$ cat src/rtl/i2c_eeprom_slave.sv
`timescale 1ns/1ps
// I2C slave emulating a 24C02-style EEPROM with an 8-bit word pointer.
// SCL/SDA are oversampled on clk; SDA is only ever pulled low via sda_oe_o.
module i2c_eeprom_slave #(
  parameter logic [6:0] ADDRESS   = 7'b1010000,
  parameter int         MEM_DEPTH = 256,
  parameter int         PAGE_SIZE = 16
) (
  input  logic clk,
  input  logic rst,
  input  logic scl_i,
  input  logic sda_i,
  output logic sda_oe_o
);

  localparam logic [7:0] PAGE_MASK = 8'(PAGE_SIZE - 1);
  localparam logic [7:0] PTR_MAX   = 8'(MEM_DEPTH - 1);

  typedef enum logic [3:0] {
    IDLE, DEV_ADDR, DEV_ACK, WORD_ADDR, WORD_ACK, WR_DATA, WR_ACK, RD_DATA, RD_ACK
  } state_t;

  logic [1:0] scl_sync_q, sda_sync_q;
  logic       scl_prev_q, sda_prev_q;
  logic       scl_s, sda_s, scl_rise, scl_fall, start_c, stop_c;

  state_t     state_q, state_d;
  logic [2:0] bit_cnt_q, bit_cnt_d;
  logic [7:0] shreg_q, shreg_d;
  logic [7:0] ptr_q, ptr_d;
  logic       oe_q, oe_d;
  logic       rw_q, rw_d;
  logic       byte_rdy_q, byte_rdy_d;
  logic       mem_we;
  logic [7:0] rd_byte, ptr_inc_page, ptr_inc_lin;
  logic [7:0] mem_q [MEM_DEPTH];

  // Two-flop synchronizers plus a previous-value stage; reset to idle bus (1).
  always_ff @(posedge clk or posedge rst) begin
    if (rst) begin
      scl_sync_q <= 2'b11;
      sda_sync_q <= 2'b11;
      scl_prev_q <= 1'b1;
      sda_prev_q <= 1'b1;
    end else begin
      scl_sync_q <= {scl_sync_q[0], scl_i};
      sda_sync_q <= {sda_sync_q[0], sda_i};
      scl_prev_q <= scl_sync_q[1];
      sda_prev_q <= sda_sync_q[1];
    end
  end

  assign scl_s    = scl_sync_q[1];
  assign sda_s    = sda_sync_q[1];
  assign scl_rise = scl_s & ~scl_prev_q;
  assign scl_fall = ~scl_s & scl_prev_q;
  assign start_c  = scl_s & scl_prev_q & sda_prev_q & ~sda_s;
  assign stop_c   = scl_s & scl_prev_q & ~sda_prev_q & sda_s;

  assign rd_byte      = mem_q[ptr_q];
  // Writes wrap inside the current page; reads walk the whole array.
  assign ptr_inc_page = (ptr_q & ~PAGE_MASK) | ((ptr_q + 8'd1) & PAGE_MASK);
  assign ptr_inc_lin  = (ptr_q == PTR_MAX) ? 8'd0 : ptr_q + 8'd1;

  // Protocol FSM: bits captured on SCL rise, SDA drive changes only on SCL fall.
  always_comb begin
    state_d    = state_q;
    bit_cnt_d  = bit_cnt_q;
    shreg_d    = shreg_q;
    ptr_d      = ptr_q;
    oe_d       = oe_q;
    rw_d       = rw_q;
    byte_rdy_d = byte_rdy_q;
    mem_we     = 1'b0;
    if (start_c) begin
      state_d    = DEV_ADDR;
      bit_cnt_d  = 3'd0;
      byte_rdy_d = 1'b0;
      oe_d       = 1'b0;
    end else if (stop_c) begin
      state_d    = IDLE;
      bit_cnt_d  = 3'd0;
      byte_rdy_d = 1'b0;
      oe_d       = 1'b0;
    end else if (scl_rise) begin
      case (state_q)
        DEV_ADDR, WORD_ADDR, WR_DATA: begin
          shreg_d   = {shreg_q[6:0], sda_s};
          bit_cnt_d = bit_cnt_q + 3'd1;
          if (bit_cnt_q == 3'd7) byte_rdy_d = 1'b1;
        end
        RD_DATA: begin
          bit_cnt_d = bit_cnt_q + 3'd1;
          if (bit_cnt_q == 3'd7) byte_rdy_d = 1'b1;
        end
        RD_ACK: begin
          if (sda_s) state_d = IDLE;
          else       ptr_d   = ptr_inc_lin;
        end
        default: ;
      endcase
    end else if (scl_fall) begin
      case (state_q)
        DEV_ADDR: if (byte_rdy_q) begin
          byte_rdy_d = 1'b0;
          if (shreg_q[7:1] == ADDRESS) begin
            oe_d    = 1'b1;
            rw_d    = shreg_q[0];
            state_d = DEV_ACK;
          end else begin
            state_d = IDLE;
          end
        end
        DEV_ACK: begin
          bit_cnt_d = 3'd0;
          if (rw_q) begin
            state_d = RD_DATA;
            shreg_d = rd_byte;
            oe_d    = ~rd_byte[7];
          end else begin
            state_d = WORD_ADDR;
            oe_d    = 1'b0;
          end
        end
        WORD_ADDR: if (byte_rdy_q) begin
          byte_rdy_d = 1'b0;
          ptr_d      = shreg_q;
          oe_d       = 1'b1;
          state_d    = WORD_ACK;
        end
        WR_DATA: if (byte_rdy_q) begin
          byte_rdy_d = 1'b0;
          mem_we     = 1'b1;
          ptr_d      = ptr_inc_page;
          oe_d       = 1'b1;
          state_d    = WR_ACK;
        end
        WORD_ACK, WR_ACK: begin
          oe_d      = 1'b0;
          bit_cnt_d = 3'd0;
          state_d   = WR_DATA;
        end
        RD_DATA: begin
          if (byte_rdy_q) begin
            byte_rdy_d = 1'b0;
            oe_d       = 1'b0;
            state_d    = RD_ACK;
          end else begin
            shreg_d = {shreg_q[6:0], 1'b0};
            oe_d    = ~shreg_q[6];
          end
        end
        RD_ACK: begin
          // Only reachable after a master ACK; ptr already advanced on the rise.
          bit_cnt_d = 3'd0;
          state_d   = RD_DATA;
          shreg_d   = rd_byte;
          oe_d      = ~rd_byte[7];
        end
        default: ;
      endcase
    end
  end

  // FSM and datapath registers.
  always_ff @(posedge clk or posedge rst) begin
    if (rst) begin
      state_q    <= IDLE;
      bit_cnt_q  <= 3'd0;
      shreg_q    <= 8'd0;
      ptr_q      <= 8'd0;
      oe_q       <= 1'b0;
      rw_q       <= 1'b0;
      byte_rdy_q <= 1'b0;
    end else begin
      state_q    <= state_d;
      bit_cnt_q  <= bit_cnt_d;
      shreg_q    <= shreg_d;
      ptr_q      <= ptr_d;
      oe_q       <= oe_d;
      rw_q       <= rw_d;
      byte_rdy_q <= byte_rdy_d;
    end
  end

  // Storage array; contents survive reset like a real EEPROM.
  always_ff @(posedge clk) begin
    if (mem_we) mem_q[ptr_q] <= shreg_q;
  end

  assign sda_oe_o = oe_q;

endmodule

$ cat config.mk
export PLATFORM = sky130hd
export DESIGN_NAME = i2c_eeprom_slave
export DESIGN_NICKNAME = d
export VERILOG_FILES = /design/src/rtl/i2c_eeprom_slave.sv
export SDC_FILE = /design/constraint.sdc
export NUM_CORES = 2
export LEC_CHECK = 0
export BUFFER_PORTS_ARGS = -buffer_cell sky130_fd_sc_hd__buf_2
export CORE_ASPECT_RATIO = 1.75
export CORE_UTILIZATION = 27
export DETAILED_ROUTE_END_ITERATION = 7
export SYNTH_ARGS = -nofsm -noshare
export SYNTH_HDL_FRONTEND = slang
export SYNTH_SLANG_ARGS = --single-unit
$ cat constraint.sdc
create_clock -name clk -period 5.1 [get_ports clk]
set_clock_uncertainty 0.2 [all_clocks]
set_input_delay 0.765 -clock clk [delete_from_list [all_inputs] [get_ports clk]]
set_output_delay 0.765 -clock clk [all_outputs]
set_load 0.005 [all_outputs]
# After elaboration in Yosys (flattened, before gate mapping)
# Memories as Yosys holds them, arrays and structs flattened.
# Index checks and enable logic that the tools add are counted.
[classes] n_reduce_logical=20 muxes=58 n_bitwise=17 add_sub_neg=2 eq_ne=31
[ops] operator="8-bit 2-to-1 mux" count=12
[ops] operator="4-bit 2-to-1 mux" count=10
[ops] operator="4-bit case mux with 7 select lines" count=1
[ops] operator="1-bit 2-to-1 mux" count=24
[ops] operator="8-bit case mux with 3 select lines" count=1
[ops] operator="3-bit 2-to-1 mux" count=7
[ops] operator="5-bit != test (second input constant)" count=4
[ops] operator="4-bit by 3-bit equality test with 1-bit output (second input constant)" count=4
[ops] operator="8-bit case mux with 2 select lines" count=1
[ops] operator="8-bit AND reduction" count=2
[ops] operator="7-bit AND reduction" count=2
[ops] operator="3-bit != test (second input constant)" count=4
[ops] operator="4-bit by 1-bit != test with 1-bit output (second input constant)" count=3
[ops] operator="4-bit by 2-bit != test with 1-bit output (second input constant)" count=3
[ops] operator="4-bit nonzero test" count=3
[ops] operator="1-bit inverter" count=9
[ops] operator="9-bit nonzero test" count=1
[ops] operator="8-bit by 1-bit adder with 8-bit output (second input constant)" count=1
[ops] operator="4-bit by 2-bit equality test with 1-bit output (second input constant)" count=2
[ops] operator="8-bit equality test (second input constant)" count=1
[ops] operator="4-bit != test (second input constant)" count=2
[ops] operator="8-bit by 4-bit OR with 8-bit output" count=1
[ops] operator="8-bit nonzero test" count=1
[ops] operator="4-bit OR reduction" count=2
[ops] operator="other kinds (18)" count=27
[word_totals] out_inout_bits=1 n_memories=1 word_cells=140 register_bits=32 ramBits=2048
[mem_list] memory="mem_q" words=256 width=8 rd=1 rd_ports_with_merged_regs=0 write_ports=1 line="36" text="logic [7:0] mem_q [MEM_DEPTH];"

# Logic depth before layout (Yosys ltp)
[depth] word_depth=8 ltp_mapped=12

# Worst setup path before layout
# OpenSTA, ideal clock, no wires.
[synth_timing] kind="register to register" start="reg shreg_q[5]" end="reg oe_q, in the netlist sda_oe_o" required_time_ns=4.782 setup_time_ns=0.118 period_less_slack_ns=4.926 slack_ns=0.174 arrival_ns=4.608 path_stages_with_launch=8 cell_sequence="dfrtp_1 > nand4bb_1 > o41ai_1 > a21oi_1 > o31ai_1 > nand3_1 > mux2i_1 > a21o_1"
[synth_via] elab_chain_len=3
[synth_lines] element="start: declaration" line="29" text="logic [7:0] shreg_q, shreg_d;"
[synth_lines] element="start signal: assignment" line="178" text="shreg_q <= shreg_d;"
[synth_lines] element="7-bit equality test" line="106" text="if (shreg_q[7:1] == ADDRESS) begin"
[synth_lines] element="4-bit != test (no line)"
[synth_lines] element="6-bit AND reduction (no line)"
[synth_lines] element="end signal: assignment" line="172" text="oe_q <= 1'b0;"
[synth_lines] element="end signal: assignment" line="180" text="oe_q <= oe_d;"
[synth_lines] element="end: declaration" line="31" text="logic oe_q, oe_d;"
# Every way passes these cells.
# A chain may end at the register's enable or synchronous reset.

# Final worst setup path
[layout_timing] start="reg ptr_q[0]" end="reg shreg_q[0]"
[layout_via] elab_chain_len=5
[layout_lines] element="start: declaration" line="30" text="logic [7:0] ptr_q, ptr_d;"
[layout_lines] element="start signal: assignment" line="179" text="ptr_q <= ptr_d;"
[layout_lines] element="memory read 256 x 8 bit *"
[layout_lines] element="8-bit 2-to-1 mux" line="116" text="if (rw_q) begin"
[layout_lines] element="8-bit case mux with 3 select lines *" line="103" text="case (state_q)"
[layout_lines] element="8-bit 2-to-1 mux *" line="102" text="end else if (scl_fall) begin"
[layout_lines] element="8-bit 2-to-1 mux *" line="85" text="end else if (scl_rise) begin"
# Mark *: on every way between the ends. The rest lies on a longest branch, timed or not. The select of a mux whose other input is x is not followed.

==> results.cfg <==
[outcome]
status = complete, no violations

[pwr]
powerDensity_mw_per_mm2 = 407
ir_drop_mv = 0.384
total_leakage_power_nw = 27.9

[sta]
worst_pin_slew_ns = 1.41
period_share_pct = 91.7
fmax_ghz = 0.214
drv_slew = 0
setup_ws_ns = 0.424
relSlewSlack_pct = 6.18
hold_viol = 0
setup_violations = 0
fin_tns_setup_ns = 0
rsz0062_at_grt = false
min_period_ns = 4.68

[drt]
drt_iter0_drc = 3684
wl_per_cell_microns = 27.5
first_pass_iters = 6
drtAntennaViolNets = 0
drc = 0
vias_per_cell = 4.87
drt-total-wl_mm = 220
vias = 39000

[logic_synthesis]
yosysUniqueCellTypes = 69
synth_nets = 3717
synth-seq-cells = 2080
ys_top_cells_by_count = 2048 x edfxtp_1, 580 x mux4_2, 301 x nor2_1
async_flop_share_pct = 1.54
syn_area_sq_mm = 0.0812
yosysSeqAreaShare_pct = 76.7
yosys.area.top_type = edfxtp_1
yosysMostFrequentCell = edfxtp_1
yosysTopAreaCellShare_pct = 75.7
avgSynthCellArea_sq_um = 21.9
synth.area.top_cells = edfxtp_1 76%, mux4_2 16%, nor2_1 1.4%, dfrtp_1 0.80%, mux2i_1 0.69%
syn_inst = 3704
synth_edf_count = 2048
ys_warn_count = 0
synth_ff_type = edfxtp_1

[global_routing]
gr-total-overflow = 0
grt_pass1_vias = 41500
grt_usage_pct = 14.3
grt_max_degree = 147
antenna_found_initial = 5
grt_pass1_wl_mm = 313

[placed_design]
io_buffers = 4
gp_congestion = 0.905
dp_slack_ns = 0.703
placed_cell_area_sq_mm = 0.0877
dp_hpwl_mm = 142

[clocking]
tritoncts = yes
postCtsSetupBuffers = 0
htreeDepth = 4
holdBufCountCts = 3
clockRootBuffer = clkbuf_16
worstSkewPairLatency_ns = 0.84
clock_path_buffers = 4
post_cts_resized = 0
cts.clk_slew.worst_paths_ns = 0.08
cts-buffers-inserted = 169
clkSinkCount = 2080

[floorplanning]
die-height_microns = 728
core_sq_mm = 0.300
die_w_microns = 417
initial_utilization_pct = 27.1
rows = 266
ios = 5
dieArea_sq_mm = 0.303

[run]
maxCapViolCount = 0

[finish]
synthToLayoutAreaGrowth_pct = 14.7
nNetsFinal = 4001
finalInstanceArea_sq_mm = 0.0932
drive_above_1_share_pct = 29.2

[setup_path]
crit_path_max_fanout = 67
cp-end-kind = flip-flop
required_ns = 5.61
cp.arrival_ns = 5.19
path_class = reg2reg
start_kind = flip-flop

[worst_hold_path]
hp-class = reg2reg
[registers in the layout, indices dropped and copies added, names as in the netlist]
register    flops
ptr_q           8
shreg_q         8
state_q         4
bit_cnt_q       3
scl_sync_q      2
mem_q        2048
byte_rdy_q      1
sda_sync_q      2
sda_oe_o        1
scl_prev_q      1
rw_q            1
sda_prev_q      1
[report_power, final]
| group | leakage (nW) | internal (mW) | total, mW | switching [mW] |
|---|---|---|---|---|
| Sequential | 18.9 | 21.2 | 22.0 | 0.714 |
| Combinational | 6.35 | 0.407 | 2.76 | 2.35 |
| Clock | 2.63 | 7.13 | 13.2 | 6.08 |
| Total | 27.9 | 28.8 | 37.9 | 9.14 |
[layout make-up]
| type | instances | area [sq um] |
|---|---|---|
| inverters | 16 | 65.1 |
| multi-input cells | 1388 | 17700 |
| repair buffers | 333 | 2810 |
| clock buffers | 202 | 4430 |
| flip-flops and latches | 2080 | 62400 |
| diodes | 9 | 22.5 |
| well taps | 3886 | 4860 |
| clock inverters | 91 | 948 |
| fillers | 28500 | 206000 |
[final timing paths]
check,startpoint,endpoint,slack [ns],cells past startpoint
worst max-delay path,ptr_q[0],shreg_q[0],0.42,6
worst min-delay path,scl_sync_q[0],scl_sync_q[1],0.16,0
worst max register to register,ptr_q[0],shreg_q[0],0.42,6
worst min register to register,scl_sync_q[0],scl_sync_q[1],0.16,0
max in group asynchronous,rst,ptr_q[2],3.88,4
min in group asynchronous,rst,shreg_q[7],0.42,4
[placed cells by master (no fill, tap or decap), drive strengths merged, types with 8 or more instances in the layout]
cell,netlist,routed
nand2b,8,8
a21oi,44,44
nor3,14,14
nor2,301,301
ha,9,9
buf,131,330
mux2i,56,56
o211ai,9,9
and3,10,10
dfrtp,26,26
nand2,80,80
nor2b,9,9
clkinv,1,60
a22oi,50,50
a221oi,19,19
o22ai,12,12
inv,15,23
bufinv,0,18
edfxtp,2048,2048
nand3,31,31
diode,0,9
a211oi,10,10
clkbuf,89,202
a22o,16,16
mux4,580,580
o21ai,37,37
a31oi,11,11
[stage by stage]
| step | util (%) | hold WS, ns | cells | power [mW] |
|---|---|---|---|---|
| after global placement | 29.3 | 0.150 | 7700 | 24.9 |
| after CTS | 31.1 | 0.159 | 7996 | 38.2 |
| after detailed placement | 29.3 | 0.148 | 7700 | 25.1 |
| after floorplan | - | 0.145 | 3704 | 23.8 |
| final | 31.1 | 0.159 | 8005 | 37.9 |
| after global routing | 31.1 | 0.165 | 8003 | 38.8 |
[layer usage]
layer  up-vias  track usage [%]  routed length (microns)
li1      16000                -                        -
met1     21000             14.8                    73000
met2      1413             26.8                   119000
met3       497             1.75                    11000
met4         2             9.87                    17400
met5         -                0                       11
[critical path, stage by stage (launching register included)]
cell      delay [ns]
dfrtp_4         1.03
buf_12          0.52
mux4_2          0.59
mux4_2          0.50
a221oi_1        1.16
o21ai_1         0.20
a31o_1          0.25
[logic make-up after synthesis]
logic type                 count (synthesis)  synth area share (%)
buffers and inverters                    236                  1.62
and+or+nand+nor                          490                  2.56
adders and majority gates                  9                 0.139
AOI/OAI and AO/OA                        242                  2.05
xor gates and xnor gates                   4                0.0431
DFF                                     2080                  76.7
muxes                                    643                  16.9
No activity file was read; power rests on OpenSTA's default activity.
